$ cat src/rtl/instr_mem_loader_pkg.sv
// Shared definitions for the instruction-memory byte loader and the memory write-port model.
package instr_mem_loader_pkg;

  localparam logic [2:0] IDLE  = 3'd0;
  localparam logic [2:0] CHECK = 3'd1;
  localparam logic [2:0] RECV  = 3'd2;
  localparam logic [2:0] WRITE = 3'd3;
  localparam logic [2:0] DONE  = 3'd4;

  localparam int DATA_WIDTH_DFLT = 32;
  localparam int BPW             = DATA_WIDTH_DFLT / 8;

  function automatic int bytes_per_word(input int width);
    return width / 8;
  endfunction

endpackage

$ cat src/rtl/instr_mem_loader_word_assembler.sv
// Big-endian byte packer: the first byte shifted in ends up in the top byte of the word.
module word_assembler #(
  parameter int data_WIDTH = 32
) (
  input  logic                  clk,
  input  logic                  rst_n,
  input  logic                  shift_en,
  input  logic [7:0]            byte_data,
  input  logic                  clr,
  output logic [data_WIDTH-1:0] word,
  output logic                  full
);
  import instr_mem_loader_pkg::*;

  localparam int WB = bytes_per_word(data_WIDTH);
  localparam int CW = $clog2(WB) + 1;

  logic [CW-1:0] cnt;

  // Combinational: this shift completes the word, so the FSM can leave RECV on the same edge.
  assign full = shift_en && (cnt == CW'(WB - 1));

  always_ff @(posedge clk or negedge rst_n) begin
    if (!rst_n) begin
      cnt  <= '0;
      word <= '0;
    end else if (clr) begin
      cnt  <= '0;
      word <= '0;
    end else if (shift_en) begin
      cnt  <= cnt + 1'b1;
      word <= data_WIDTH'({word, byte_data});
    end
  end

endmodule

$ cat src/rtl/instr_mem_loader.sv
// Fills instruction memory from a host byte stream, one write per packed word at consecutive addresses.
module instr_mem_loader #(
  parameter int data_WIDTH = 32,
  parameter int ADDR_WIDTH = 10
) (
  input  logic                  clk,
  input  logic                  rst_n,
  input  logic                  start,
  input  logic [ADDR_WIDTH:0]   n_words,
  input  logic                  byte_valid,
  input  logic [7:0]            byte_data,
  output logic                  byte_ready,
  output logic                  mem_we,
  output logic [ADDR_WIDTH-1:0] mem_addr,
  output logic [data_WIDTH-1:0] mem_data,
  output logic                  busy,
  output logic                  done,
  output logic                  err
);
  import instr_mem_loader_pkg::*;

  localparam logic [ADDR_WIDTH:0] MAX_WORDS = {1'b1, {ADDR_WIDTH{1'b0}}};

  logic [2:0]            state;
  logic [ADDR_WIDTH:0]   n_q;
  logic [ADDR_WIDTH:0]   word_idx;
  logic                  err_q;
  logic [ADDR_WIDTH-1:0] addr_q;
  logic [data_WIDTH-1:0] data_q;
  logic [data_WIDTH-1:0] asm_word;
  logic                  asm_full;
  logic                  xfer;
  logic                  start_ok;

  assign byte_ready = (state == RECV);
  assign xfer       = byte_valid & byte_ready;
  assign start_ok   = start & ((state == IDLE) | (state == DONE));
  assign mem_we     = (state == WRITE);
  assign busy       = (state == CHECK) | (state == RECV) | (state == WRITE);
  assign done       = (state == DONE);
  assign err        = err_q;

  // During WRITE the live word/index drive the port; afterwards the captured copies hold it.
  assign mem_addr = mem_we ? word_idx[ADDR_WIDTH-1:0] : addr_q;
  assign mem_data = mem_we ? asm_word : data_q;

  word_assembler #(.data_WIDTH(data_WIDTH)) u_asm (
    .clk       (clk),
    .rst_n     (rst_n),
    .shift_en  (xfer),
    .byte_data (byte_data),
    .clr       (start_ok | mem_we),
    .word      (asm_word),
    .full      (asm_full)
  );

  always_ff @(posedge clk or negedge rst_n) begin
    if (!rst_n) begin
      state    <= IDLE;
      n_q      <= '0;
      word_idx <= '0;
      err_q    <= 1'b0;
      addr_q   <= '0;
      data_q   <= '0;
    end else begin
      case (state)
        IDLE, DONE: begin
          if (start) begin
            n_q      <= n_words;
            word_idx <= '0;
            err_q    <= 1'b0;
            state    <= CHECK;
          end
        end
        CHECK: begin
          if (n_q == '0) begin
            state <= DONE;
          end else if (n_q > MAX_WORDS) begin
            err_q <= 1'b1;
            state <= DONE;
          end else begin
            state <= RECV;
          end
        end
        RECV: begin
          if (asm_full) state <= WRITE;
        end
        WRITE: begin
          addr_q   <= word_idx[ADDR_WIDTH-1:0];
          data_q   <= asm_word;
          word_idx <= word_idx + 1'b1;
          // Full ADDR_WIDTH+1-bit compare so a 2**ADDR_WIDTH-word load terminates without wrapping.
          state    <= ((word_idx + 1'b1) == n_q) ? DONE : RECV;
        end
        default: state <= IDLE;
      endcase
    end
  end

endmodule

$ cat config.mk
export PLATFORM = sky130hd
export DESIGN_NAME = instr_mem_loader
export DESIGN_NICKNAME = d
export VERILOG_FILES = /design/src/rtl/instr_mem_loader_pkg.sv /design/src/rtl/instr_mem_loader_word_assembler.sv /design/src/rtl/instr_mem_loader.sv
export SDC_FILE = /design/constraint.sdc
export NUM_CORES = 1
export LEC_CHECK = 0
export ABC_AREA = 1
export BUFFER_PORTS_ARGS = -buffer_cell sky130_fd_sc_hd__buf_2
export CAP_MARGIN = 40
export CORE_ASPECT_RATIO = 1.75
export CORE_MARGIN = 2
export CORE_UTILIZATION = 60
export DETAILED_ROUTE_END_ITERATION = 12
export HOLD_SLACK_MARGIN = 0.12
export MAX_ROUTING_LAYER = met4
export PLACE_DENSITY = 0.84
export SLEW_MARGIN = 20
export SYNTH_ARGS = -nofsm -noshare
export SYNTH_HDL_FRONTEND = slang
export SYNTH_SLANG_ARGS = --single-unit
$ cat constraint.sdc
create_clock -name clk -period 2.74 [get_ports clk]
set_input_delay 0.137 -clock clk [delete_from_list [all_inputs] [get_ports clk]]
set_output_delay 0.137 -clock clk [all_outputs]
set_load 0.01 [all_outputs]
== Yosys cells after proc, flatten, opt, wreduce, memory -nomap -nowiden ==
Cells that the tools add are included.
Operators by class
  add/subtract/negate cells: 2
  magnitude comparators: 1
  equal/unequal tests: 10
  mux-type cells: 18
  bitwise gates (word level): 6
  reductions and logical operators: 11
Operators by type and width (number)
  two-way mux 32 bit: 3
  case mux 11 bit (2 select lines): 1
  two-way mux 3 bit: 7
  case mux 3 bit (4 select lines): 1
  adder 11 x 1 -> 11 bit (second input constant): 1
  == test 11 bit: 1
  > comparator 11 bit (second input constant): 1
  logical NOT 11 bit: 1
  two-way mux 11 bit: 1
  two-way mux 10 bit: 1
  == test 3 x 2 -> 1 bit (second input constant): 3
  AND reduction 2 bit: 3
  nonzero test 2 bit: 3
  inequality test 2 x 1 -> 1 bit (second input constant): 2
  inequality test 2 bit (second input constant): 2
  bitwise OR 1 bit: 4
  AND reduction 4 bit: 1
  adder 3 x 1 -> 3 bit (second input constant): 1
  == test 3 x 1 -> 1 bit (second input constant): 1
  == test 3 bit (second input constant): 1
  logical NOT 3 bit: 1
  two-way mux 1 bit: 3
  bitwise AND 1 bit: 2
  case mux 1 bit (2 select lines): 1
  other kinds (2): 2
Word-level totals
  bits in registers: 103
  input bits: 23
  output and inout bits: 47
  logic and storage cells: 56

== Longest topological paths before layout ==
Gate-level depths: netlist of run 1.
  depth after elaboration: 5
  depth in mapped cells: 13
  gate-level depth less buffers: 13

== Modules after synthesis ==
Synthesis of run 1 repeated with hierarchy kept, for this count alone.
Unflattened totals
  cells, all modules: 550
  area total of the unflattened synthesis: 4688.2 um2
Modules (own cells, without submodules)
  instr_mem_loader: times used 1, cells an instance 391, area each 3091.7 um2, sequential area each 1701.6 um2
  word_assembler: times used 1, cells an instance 159, area each 1596.5 um2, sequential area each 875.8 um2

== Worst setup path before layout of run 1 ==
No wires, ideal clock.
  path kind: reg2reg
  start point: reg word_idx[0]
  end point: reg state[1]
  library setup time: 128 ps
  arrival: 1382 ps
  data required time: 2612 ps
  path slack: 1230 ps
  stages on the path, launching flop included: 12
  buffers on the path: 0
  period minus slack after synthesis: 1510 ps
  cells stage by stage: dfrtp_1 ha_1 nand2_2 inv_1 nand2_1 nand2_1 nand2_1 nand2_1 nor2_1 nand3_1 nor2_1 o21ai_0
Between the ends
  longest elaborated chain between the ends: 4
Ends and longest elaborated chain
  start: declaration: RTL line instr_mem_loader.sv:26  | logic [ADDR_WIDTH:0] word_idx;
  start signal: assignment: RTL line instr_mem_loader.sv:91  | word_idx <= word_idx + 1'b1;
  adder 11 x 1 -> 11 bit: RTL line instr_mem_loader.sv:93  | state <= ((word_idx + 1'b1) == n_q) ? DONE : RECV;
  == test 11 bit: RTL line instr_mem_loader.sv:93
  two-way mux 3 bit: RTL line instr_mem_loader.sv:93
  case mux 3 bit (4 select lines): RTL line instr_mem_loader.sv:66  | case (state)
  end signal: assignment: RTL line instr_mem_loader.sv:93
  end: declaration: RTL line instr_mem_loader.sv:24  | logic [2:0] state;
Every way passes these cells.
A chain may end at the register's enable or synchronous reset.

== Final worst setup path of run 1 ==
  start point: reg state[2]
  end point: out mem_data[0]
Between the ends
  longest elaborated chain between the ends: 2
Ends and longest elaborated chain
  == test 3 x 2 -> 1 bit: RTL line instr_mem_loader.sv:38  | assign mem_we = (state == WRITE);
  two-way mux 32 bit: RTL line instr_mem_loader.sv:45  | assign mem_data = mem_we ? asm_word : data_q;
  end: declaration: RTL line instr_mem_loader.sv:15  | output logic [data_WIDTH-1:0] mem_data,
Every way passes these cells.

==> metrics.csv, run 1 <==
stage,metric,value,unit
critical_path,worstPathRequired,2600,ps
pwr,powerDensity,1000,nW/um^2
detailed_routing,drt_iter0_markers,312,
placement,routabilityCongestion,0.866,
layout,seq_area,2580,um^2
detailed_routing,via_count,3704,
layout,area_growth,21.6,%
global_route,overflow,0,
timing,timing.setup.tns,0,ps
global_route,grtUsageTotal,0.293,
detailed_routing,remaining_drc_errors,0,
synthesis,ys_ff_latch,103,
die,dieArea,7920,um^2
synthesis,synth_top_area_frac,0.597,
critical_path,cp_slowest_cell,dfrtp_1,
timing,fmax,0.449,GHz
layout,post-route-util,0.760,
placement,hpwl,7240,um
synthesis,ys_types,27,
placement,port-buffer-count,69,
die,initial_utilization,0.625,
critical_path,worstSetupStartpointType,flop,
layout,drive_gt1_frac,0.176,
critical_path,arrival,2090,ps
detailed_routing,drt_first_pass_iters,5,
timing,slew_violations,0,
timing,rsz0062_at_grt,false,
critical_path,path_buf_inv,2,
critical_path,crit_path_end_kind,primary output,
die,die_w,68.1,um
timing,timing.final.hold_violations,0,
synthesis,syn_area_per_cell,8.96,um^2
synthesis,yosysWarnings,0,
synthesis,syn_nets,508,
critical_path,crit_path_max_fanout,46,
synthesis,synth_top_area_cell,dfrtp_1,
die,coreArea,6910,um^2
synthesis,syn_inst,482,
detailed_routing,detail_route.wl_per_cell,16.0,um
timing,final.setup_skew,4.72,ps
critical_path,criticalPathCategory,reg2out,
clocking,cts_buffers,9,
detailed_routing,routed_wl,10500,um
timing,setup_viol,0,
timing,tightestPinTransition,827,ps
global_route,grt_pass1_vias,3604,
layout,nets,595,
detailed_routing,avgViaCountPerCell,5.62,
clocking,ctsLongestPathBuffers,2,
synthesis,syn-cell-area,4320,um^2
global_route,grt_max_degree,47,
global_route,antenna_found_initial,0,
run,drv_cap,0,
clocking,h-tree-depth,3,
die,dieHeight,116,um
clocking,root_buffer,clkbuf_16,
critical_path,slowest_delay,430,ps
timing,max_slew_margin,0.447,
clocking,cts_sinks,103,
detailed_routing,drtAntennaViolNets,0,
timing,finalCritPeriodShare,0.813,
die,boundaryPins,70,
pwr,p_leak,2.60,nW
outcome,status,completed,
global_route,grt_first_pass_wirelength,16400,um
critical_path,crit_chain,"nor2_1, nand2_2, buf_4, o21ai_0, buf_2",
clocking,cts.clk_slew.worst_paths,70,ps
hold_path,hp-class,in2reg,
timing,post-route-min-period,2230,ps
layout,final.fill_count,479,
critical_path,crit_family,buffers and inverters,
pwr,ir_drop,0.000740,V
clocking,insertion_delay,350,ps
synthesis,yosys-top-cells-area,"dfrtp_1, nand2_1, o21ai_0",
die,rows,40,
layout,multi_input_area,1410,um^2
clocking,cts_tree,built,
synthesis,synth-seq-area-share,0.597,
-- power by group --
part / internal, W / switching, W / total [W]
clock: 0.000717 / 0.000576 / 0.00129
sequential: 0.00194 / 0.000206 / 0.00215
combinational: 0.000593 / 0.00122 / 0.00181
total: 0.00325 / 0.00200 / 0.00525
-- synth_stat cells --
master      n
xnor2_1     1
nand2_2     2
buf_4       3
nand3b_1    2
buf_2       4
dfrtp_1   103
xor2_1      1
nand3_1    36
nand2_1   119
and2_2      1
nor2_4      2
a21oi_1     1
o21ai_1     6
o21ai_0    60
nor3_1      2
a21oi_2     1
buf_1       1
o22ai_1    31
nand4_1     1
inv_2       3
a32o_1      1
clkbuf_1   11
o21bai_1    2
nor4_1      1
inv_1      61
ha_1        3
nor2_1     23
-- routing by layer --
metal,global-route usage,up-vias,part of all wire
met5,-,-,0
met4,0.201,0,0.053
met3,0.0511,45,0.053
met2,0.481,149,0.54
met1,0.312,1771,0.36
li1,-,1739,-
-- area by class of cell --
type,instances,share of cell area
multi-input combinational,296,0.269
tap,84,0.0200
timing repair buffer,95,0.115
clock inverter,7,0.0153
clock buffer,9,0.0429
inverter,64,0.0458
sequential,103,0.491
antenna,1,0.000477
-- metrics by stage --
step | std cells | setup WS [ps] | total power (W) | hold slack [ps] | instance area [um^2]
5_1_grt | 658 | 315 | 0.00558 | 186 | 5250
3_5_place_dp | 622 | 642 | 0.00393 | 128 | 4740
2_1_floorplan | 482 | 1230 | 0.00334 | -159 | 4320
6_report | 659 | 514 | 0.00525 | 174 | 5250
3_3_place_gp | 621 | 812 | 0.00383 | 346 | 4720
4_1_cts | 658 | 524 | 0.00526 | 164 | 5250
-- cell usage in the layout, fill, tap and decap left out, types with 2 or more instances in the layout --
cell type and instances:
nand2_1 118, o22ai_1 31, buf_4 6, nand3_1 36, clkbuf_16 9, inv_2 3
nand3b_1 2, clkinv_4 2, buf_2 68, dfrtp_1 103, clkinvlp_4 2, ha_1 3
o21bai_1 2, nor2_1 23, inv_1 61, nor3_1 2, o21ai_1 6, nand2_2 3
dlygate4sd3_1 20, o21ai_0 60, nor2_4 2, inv_6 2
-- worst register-to-register path: stages, from the launching register on --
cell and delay [ps]:
dfrtp_1 430, nor2_1 180, nand2_1 110, inv_1 340, nand2_1 590, o22ai_1 400
-- worst paths after layout --
check | cells after the start | end | slack, ps | startpoint
setup / recovery | 5 | mem_data[0] | 510 | state[2]$_DFFE_PN0P_
hold / removal | 3 | u_asm.word[3]$_DFFE_PN0P_ | 170 | byte_valid
setup reg to reg | 5 | u_asm.word[10]$_DFFE_PN0P_ | 580 | state[2]$_DFFE_PN0P_
hold reg to reg | 2 | data_q[5]$_DFF_PN0_ | 490 | data_q[5]$_DFF_PN0_
max in group asynchronous | 3 | data_q[2]$_DFF_PN0_ | 1860 | rst_n
min in group asynchronous | 2 | addr_q[2]$_DFF_PN0_ | 280 | rst_n
-- kinds of logic (layout without fill, tap and decap cells) --
logic type      after synthesis  count (layout)  share of synthesized area
xor+xnor                      2               2                    0.00406
simple gates                189             189                      0.184
flops                       103             103                      0.597
other cells                   0               1                          0
compound gates              102             102                      0.130
fa+ha+maj                     3               3                    0.00870
buf+inv                      83             175                     0.0759
-- registers in the layout (all words and copies together), names as in the netlist --
register / count
err: 1
u_asm.cnt: 3
addr_q: 10
n_q: 11
u_asm.word: 32
state: 3
data_q: 32
word_idx: 11
-- timing repair --
| item | CTS | global route |
|---|---|---|
| setup buffers | 0 | 0 |
| resized for setup | 0 | 0 |
| hold buffers | 20 | 0 |
| hold endpoints to repair | 54 | 0 |
Power figures use the tool's default switching activity.
==> run 2: changes to the inputs <==
--- a/config.mk
+++ b/config.mk
@@ -10,11 +10,11 @@
 export CAP_MARGIN = 40
 export CORE_ASPECT_RATIO = 1.75
 export CORE_MARGIN = 2
-export CORE_UTILIZATION = 60
+export CORE_UTILIZATION = 50
 export DETAILED_ROUTE_END_ITERATION = 12
 export HOLD_SLACK_MARGIN = 0.12
 export MAX_ROUTING_LAYER = met4
-export PLACE_DENSITY = 0.84
+export PLACE_DENSITY = 0.75
 export SLEW_MARGIN = 20
 export SYNTH_ARGS = -nofsm -noshare
 export SYNTH_HDL_FRONTEND = slang
==> constraint.sdc (replaced) <==
create_clock -name clk -period 1.95 [get_ports clk]
set_input_delay 0.0975 -clock clk [delete_from_list [all_inputs] [get_ports clk]]
set_output_delay 0.0975 -clock clk [all_outputs]
set_load 0.01 [all_outputs]
==> run 2 against run 1 <==
Effect of this change:
- clock power up 33%
- sequential share of layout area decreased by 0.94 points
- wire length fell by 4.6%
- via count is 2.1% lower
- setup slack got worse by 430 ps
- sequential power is 40% higher
- total power is 41% higher
- clock-buffer cell count unchanged
- hold slack lost 35 ps
- critical path type unchanged
- critical endpoint is now mem_data[30]
- highest routed layer unchanged
==> metrics.csv, run 2 (synthesis gave the netlist of run 1 again) <==
stage,metric,value,unit,change
outcome,status,completed,,
layout,final_common_cell,nand2_1,,
global_route,grt_first_pass_wirelength,16500,um,+0.76%
critical_path,arrival,1770,ps,-320 ps
detailed_routing,remaining_drc_errors,0,,unchanged
placement,dp_slack,231,ps,-411 ps
detailed_routing,route.met2.wl,5390,um,-4.6%
pwr,p_leak,2.65,nW,+1.9%
timing,slew_violations,0,,unchanged
detailed_routing,drt_first_pass_iters,5,,unchanged
detailed_routing,wl_met1,3880,um,+3.1%
layout,final.fill_count,704,,+47%
detailed_routing,routed_wl,10000,um,-4.6%
timing,fin_ws,82.8,ps,-431 ps
die,dieArea,9420,um^2,+19%
die,coreArea,8370,um^2,+21%
timing,max_slew_margin,0.648,,+0.201
critical_path,criticalPathCategory,reg2out,,
global_route,overflow,0,,unchanged
pwr,ir_drop,0.000881,V,+19%
pwr,powerDensity,1390,nW/um^2,+39%
timing,rsz0062_at_grt,false,,
clocking,ctsLongestPathBuffers,2,,unchanged
global_route,grt_max_degree,75,,+60%
global_route,antenna_found_initial,0,,unchanged
layout,antenna_cells,0,,-1
layout,nets,600,,+0.84%
placement,port-buffer-count,69,,unchanged
detailed_routing,drt_iter0_markers,319,,+2.2%
clocking,cts_buffers,9,,unchanged
die,rows,44,,+10%
timing,timing.final.hold_violations,0,,unchanged
timing,fmax,0.536,GHz,
clocking,cts_sinks,103,,unchanged
detailed_routing,route.met3.wl,436,um,-22%
clocking,h-tree-depth,3,,unchanged
hold_path,hp-class,in2reg,,
die,initial_utilization,0.516,,-0.109
run,drv_cap,0,,unchanged
die,dieHeight,127,um,+9.2%
critical_path,r2r_end,state[1]$_DFFE_PN0P_,,
hold_path,hold_depth,3,,unchanged
timing,tightestPinTransition,528,ps,-299 ps
hold_path,hp-start,byte_valid,,
placement,routabilityCongestion,0.952,,+9.9%
timing,finalCritPeriodShare,0.958,,
critical_path,worstSetupStartpointType,flop,,
critical_path,worstPathRequired,1850,ps,-750 ps
timing,timing.setup.tns,0,ps,unchanged
layout,area_growth,24.0,%,
clocking,cts.clk_slew.worst_paths,70,ps,about the same
detailed_routing,top_layer,met4,,
hold_path,holdPathEnd,u_asm.word[7]$_DFFE_PN0P_,,
critical_path,crit_path_max_fanout,74,,+61%
global_route,grtUsageTotal,0.236,,-0.0573
clocking,insertion_delay,340,ps,about the same
clocking,root_buffer,clkbuf_16,,
clocking,cts_tree,built,,
layout,layout_common_cells,"nand2_1, dfrtp_1, buf_2",,
critical_path,timing.rr.start,word_idx[0]$_DFFE_PN0P_,,
detailed_routing,via_count,3625,,-2.1%
critical_path,rrSetupSlack,200,ps,-380 ps
layout,top_regs,"data_q: 32 flops, u_asm.word: 32 flops",,
global_route,grt_pass1_vias,3599,,-0.14%
critical_path,crit_path_end_kind,primary output,,
critical_path,ff2ff_path_depth,11,,+6
die,boundaryPins,70,,unchanged
detailed_routing,detail_route.wl_per_cell,14.5,um,-9.4%
layout,drive_gt1_frac,0.181,,+0.00539
placement,hpwl,7050,um,-2.6%
timing,setup_viol,0,,unchanged
detailed_routing,avgViaCountPerCell,5.22,,-7.1%
clocking,cts_setup_buffers,0,,unchanged
detailed_routing,drtAntennaViolNets,0,,unchanged
timing,final.setup_skew,7.06,ps,+2.34 ps
die,die_w,74.2,um,+9.0%
timing,post-route-min-period,1870,ps,
-- run 2: cell count changes in the layout (fill, tap and decap cells not counted), sizes merged --
| cell | before | now |
|---|---|---|
| buf | 75 | 79 |
| dlygate4sd3 | 20 | 21 |
| clkinvlp | 2 | 1 |
| bufinv | 1 | 0 |
| inv | 66 | 68 |
| diode | 1 | 0 |
-- run 2: layout make-up --
cell class / instances / area [um^2] / area share
Clock buffer: 9 / 225 / 0.0421
Timing Repair Buffer: 100 / 683 / 0.128
Inverter: 64 / 240 / 0.0449
Sequential cell: 103 / 2580 / 0.482
Tap cell: 115 / 144 / 0.0269
Multi-Input combinational cell: 296 / 1420 / 0.265
Clock inverter: 7 / 63.8 / 0.0119
-- run 2: worst max-delay path, stage by stage (launching register included) --
cell,delay [ps]
dfrtp_1,430
nor2_1,180
nand2_2,110
buf_12,210
o21ai_0,280
buf_2,190
-- run 2: metrics by stage --
| stage | instances | power, W | utilization | cell area, um^2 | hold slack, ps |
|---|---|---|---|---|---|
| global route | 694 | 0.00792 | 0.640 | 5350 | 167 |
| global placement | 657 | 0.00561 | 0.579 | 4850 | 113 |
| detailed placement | 657 | 0.00570 | 0.579 | 4850 | 115 |
| floorplan | 482 | 0.00470 | - | 4320 | -198 |
| finish | 694 | 0.00742 | 0.640 | 5350 | 138 |
| CTS | 694 | 0.00748 | 0.639 | 5350 | 128 |
-- run 2: how the worst max path moves through the flow --
stage	from	endpoint	cells past startpoint
floorplan	word_idx[0]$_DFFE_PN0P_	state[1]$_DFFE_PN0P_	11
global placement	word_idx[0]$_DFFE_PN0P_	state[1]$_DFFE_PN0P_	11
detailed placement	word_idx[0]$_DFFE_PN0P_	state[1]$_DFFE_PN0P_	11
CTS	state[2]$_DFFE_PN0P_	mem_data[17]	5
global route	state[2]$_DFFE_PN0P_	mem_data[9]	5
finish	state[2]$_DFFE_PN0P_	mem_data[30]	5
-- run 2: power by group --
part | total [W] | internal (W) | switching [W]
clock | 0.00172 | 0.000893 | 0.000832
sequential | 0.00302 | 0.00273 | 0.000291
combinational | 0.00268 | 0.000969 | 0.00171
total | 0.00742 | 0.00459 | 0.00283
-- run 2: per-layer routing --
layer / vias to the layer above / track usage
li1: 1758 / -
met1: 1711 / 0.264
met2: 122 / 0.400
met3: 34 / 0.0405
met4: 0 / 0.108
met5: - / -
-- run 2: repair_timing --
item                                    CTS  global route
endpoints found under the setup margin    2            10
resized for setup                         2             9
hold buffers                             21             0
cloned                                    0             0
hold endpoints to repair                 61             0
==> run 3: changes to the inputs <==
--- a/config.mk
+++ b/config.mk
@@ -10,12 +10,14 @@
 export CAP_MARGIN = 40
 export CORE_ASPECT_RATIO = 1.75
 export CORE_MARGIN = 2
-export CORE_UTILIZATION = 50
+export CORE_UTILIZATION = 51
 export DETAILED_ROUTE_END_ITERATION = 12
 export HOLD_SLACK_MARGIN = 0.12
 export MAX_ROUTING_LAYER = met4
 export PLACE_DENSITY = 0.75
+export RECOVER_POWER = 50
 export SLEW_MARGIN = 20
 export SYNTH_ARGS = -nofsm -noshare
 export SYNTH_HDL_FRONTEND = slang
+export SYNTH_HIERARCHICAL = 1
 export SYNTH_SLANG_ARGS = --single-unit
==> run 3 against run 2 <==
Effect of this change:
- non-clock buffer count stayed put
- synthesized cell count is 14% higher
- critical path depth unchanged
- cell count grew 9.9%
- wire length rose by 9.3%
- via count up 6.8%
- setup slack improved by 24 ps
- final area increased by 6.2%
- clock power up 19%
- clock skew down 0.63 ps
- critical endpoint is now mem_addr[0]
- largest cell class unchanged
==> metrics.csv, run 3 <==
stage,metric,value,unit,change
outcome,status,completed,,
synthesis,syn_area_per_cell,8.52,um^2,-4.8%
layout,antenna_cells,0,,unchanged
global_route,grt_first_pass_wirelength,18400,um,+11%
critical_path,r2r_end,u_asm/word[3]$_DFFE_PN0P_,,
global_route,grtUsageTotal,0.242,,+0.00692
die,dieArea,10000,um^2,+6.2%
clocking,cts_tree,built,,
critical_path,crit_top_cell,nor2_1,,
synthesis,ys_ff_latch,103,,unchanged
critical_path,worstSetupStartpointType,flop,,
layout,layout_common_cells,"nand2_1, dfrtp_1, buf_2",,
clocking,cts_sinks,103,,unchanged
synthesis,synth-seq-area-share,0.550,,-0.0473
global_route,antenna_found_initial,0,,unchanged
critical_path,cp_slowest_cell,dfrtp_1,,
global_route,grt_pass1_vias,3938,,+9.4%
layout,nets,664,,+11%
synthesis,yosys-top-cells-area,"dfrtp_1, nand2_1, nand3_1",,
critical_path,crit_chain,"nor3_4, clkbuf_8, nor2_1, nor2_1, buf_2",,
layout,top_regs,"data_q: 32 flops, u_asm/word: 32 flops",,
clocking,insertion_delay,350,ps,about the same
die,dieHeight,131,um,+3.1%
layout,post-route-util,0.633,,-0.00629
detailed_routing,drt_first_pass_iters,4,,-1
synthesis,synth_top_area_cell,dfrtp_1,,
synthesis,yosysWarnings,6,,+6
timing,fmax,0.542,GHz,+1.3%
synthesis,synthFlopType,dfrtp_1,,
die,boundaryPins,70,,unchanged
timing,rsz0062_at_grt,true,,
global_route,overflow,0,,unchanged
synthesis,synth_common_cells,"nand2_1, dfrtp_1, nand3_1",,
placement,place_area,5130,um^2,+5.8%
synthesis,synth_edf_count,0,,unchanged
detailed_routing,drt_iter0_markers,200,,-37%
critical_path,crit_path_end_kind,primary output,,
clocking,root_buffer,clkbuf_16,,
die,initial_utilization,0.522,,+0.00631
timing,timing.final.hold_violations,0,,unchanged
critical_path,criticalPathCategory,reg2out,,
timing,finalCritPeriodShare,0.945,,-0.0121
layout,drive_gt1_frac,0.193,,+0.0115
critical_path,crit_path_max_fanout,39,,-47%
hold_path,hp-class,in2reg,,
placement,routabilityCongestion,0.962,,+1.1%
layout,area_growth,21.3,%,
critical_path,critPathCapture,mem_addr[0],,
layout,fin_area,5690,um^2,+6.2%
clocking,cts_buffers,9,,unchanged
critical_path,startpoint,state[2]$_DFFE_PN0P_,,
critical_path,arrival,1750,ps,-20 ps
clocking,h-tree-depth,3,,unchanged
synthesis,syn-cell-area,4690,um^2,+8.6%
critical_path,worstPathRequired,1850,ps,about the same
timing,max_slew_margin,0.231,,-0.417
detailed_routing,remaining_drc_errors,0,,unchanged
timing,setup_viol,0,,unchanged
timing,post-route-min-period,1840,ps,-23.6 ps
critical_path,rrSetupSlack,200,ps,about the same
run,drv_cap,0,,unchanged
die,die_w,76.5,um,+3.0%
synthesis,syn_inst,550,,+14%
placement,port-buffer-count,69,,unchanged
timing,slew_violations,0,,unchanged
pwr,ir_drop,0.000912,V,+3.4%
timing,final.setup_skew,6.44,ps,-0.626 ps
clocking,cts.clk_slew.worst_paths,70,ps,about the same
pwr,powerDensity,1370,nW/um^2,-1.5%
timing,tightestPinTransition,1150,ps,+626 ps
synthesis,ys_async_sr_fraction,1.00,,unchanged
synthesis,yosysMostFrequentCell,nand2_1,,
critical_path,slowest_delay,460,ps,+30 ps
detailed_routing,via_count,3873,,+6.8%
layout,final_common_cell,nand2_1,,
critical_path,timing.rr.start,state[2]$_DFFE_PN0P_,,
critical_path,ff2ff_path_depth,6,,-5
global_route,grt_max_degree,48,,-36%
pwr,p_leak,3.08,nW,+16%
die,rows,46,,+4.5%
synthesis,synth_top_area_frac,0.550,,-0.0473
synthesis,ys_types,26,,-3.7%
synthesis,syn_nets,576,,+13%
placement,hpwl,7620,um,+8.1%
detailed_routing,drtAntennaViolNets,0,,unchanged
clocking,ctsLongestPathBuffers,2,,unchanged
detailed_routing,routed_wl,11000,um,+9.3%
detailed_routing,detail_route.wl_per_cell,14.4,um,-0.60%
die,coreArea,8980,um^2,+7.3%
detailed_routing,avgViaCountPerCell,5.08,,-2.8%
-- run 3: cell types whose count changed in the layout (fill, tap and decap cells not counted), moves of 6 or more --
cell	before	now
nand2_1	118	242
inv_1	61	43
nand3_1	36	44
nand3_2	0	20
o22ai_1	31	8
o21ai_0	50	18
o21ai_1	16	7
nor2_1	23	17
-- run 3: layout make-up --
| cell class | count | area (um^2) |
|---|---|---|
| multi-input combinational | 380 | 1770 |
| sequential | 103 | 2580 |
| fill | 796 | 3290 |
| timing repair buffer | 100 | 672 |
| clock inverter | 7 | 120 |
| inverter | 44 | 168 |
| clock buffer | 9 | 225 |
| tap | 120 | 150 |
-- run 3: what timing repair did --
action	4_1_cts	5_1_grt
hold buffers	21	0
buffers inserted	0	0
resized for setup	0	10
endpoints found under the hold margin	123	0
endpoints found under the setup margin	0	39
-- run 3: where the power goes --
part,internal (W),switching [W]
logic,0.000869,0.00184
registers,0.00268,0.000338
clock network,0.00126,0.000790
total,0.00480,0.00297
-- run 3: cell families after synthesis --
| kind of cell | count (synthesis) | synth area share |
|---|---|---|
| buffers and inverters | 67 | 0.0734 |
| flip-flops | 103 | 0.550 |
| AND/OR/NAND/NOR | 339 | 0.323 |
| adder cells (fa/ha/maj) | 3 | 0.00801 |
| XOR/XNOR | 1 | 0.00187 |
| AO/OA/AOI/OAI | 37 | 0.0438 |
-- run 3: metrics by stage --
step | hold WS, ps | std cells | setup slack (ps) | TNS, ps | power (W)
3_3_place_gp | -9.41 | 726 | 238 | 0 | 0.00564
6_report | 326 | 763 | 106 | 0 | 0.00777
4_1_cts | 167 | 763 | 2.66 | 0 | 0.00782
5_1_grt | 371 | 763 | -16.4 | -16.4 | 0.00829
2_1_floorplan | -198 | 550 | 142 | 0 | 0.00493
3_5_place_dp | -5.02 | 726 | 204 | 0 | 0.00572
-- run 3: worst min-delay path by stage --
stage	startpoint	end	slack (ps)	cells past startpoint
finish	byte_valid	u_asm/word[24]$_DFFE_PN0P_	330	6
global route	byte_valid	u_asm/word[28]$_DFFE_PN0P_	370	6
CTS	rst_n	addr_q[2]$_DFF_PN0_	170	2
detailed placement	rst_n	addr_q[2]$_DFF_PN0_	-5	1
global placement	rst_n	addr_q[2]$_DFF_PN0_	-9	1
floorplan	rst_n	addr_q[0]$_DFF_PN0_	-200	0
-- run 3: layer usage --
| layer | GRT usage | part of all wire |
|---|---|---|
| met1 | 0.260 | 0.38 |
| met2 | 0.439 | 0.55 |
| met3 | 0.0378 | 0.036 |
| met4 | 0.116 | 0.028 |
| met5 | - | 0 |
-- run 3: worst max-delay path: cells and delay by family, from the launching register on --
| family | cells | cell delay [ps] |
|---|---|---|
| buf+inv | 2 | 490 |
| flops | 1 | 460 |
| simple gates | 3 | 440 |
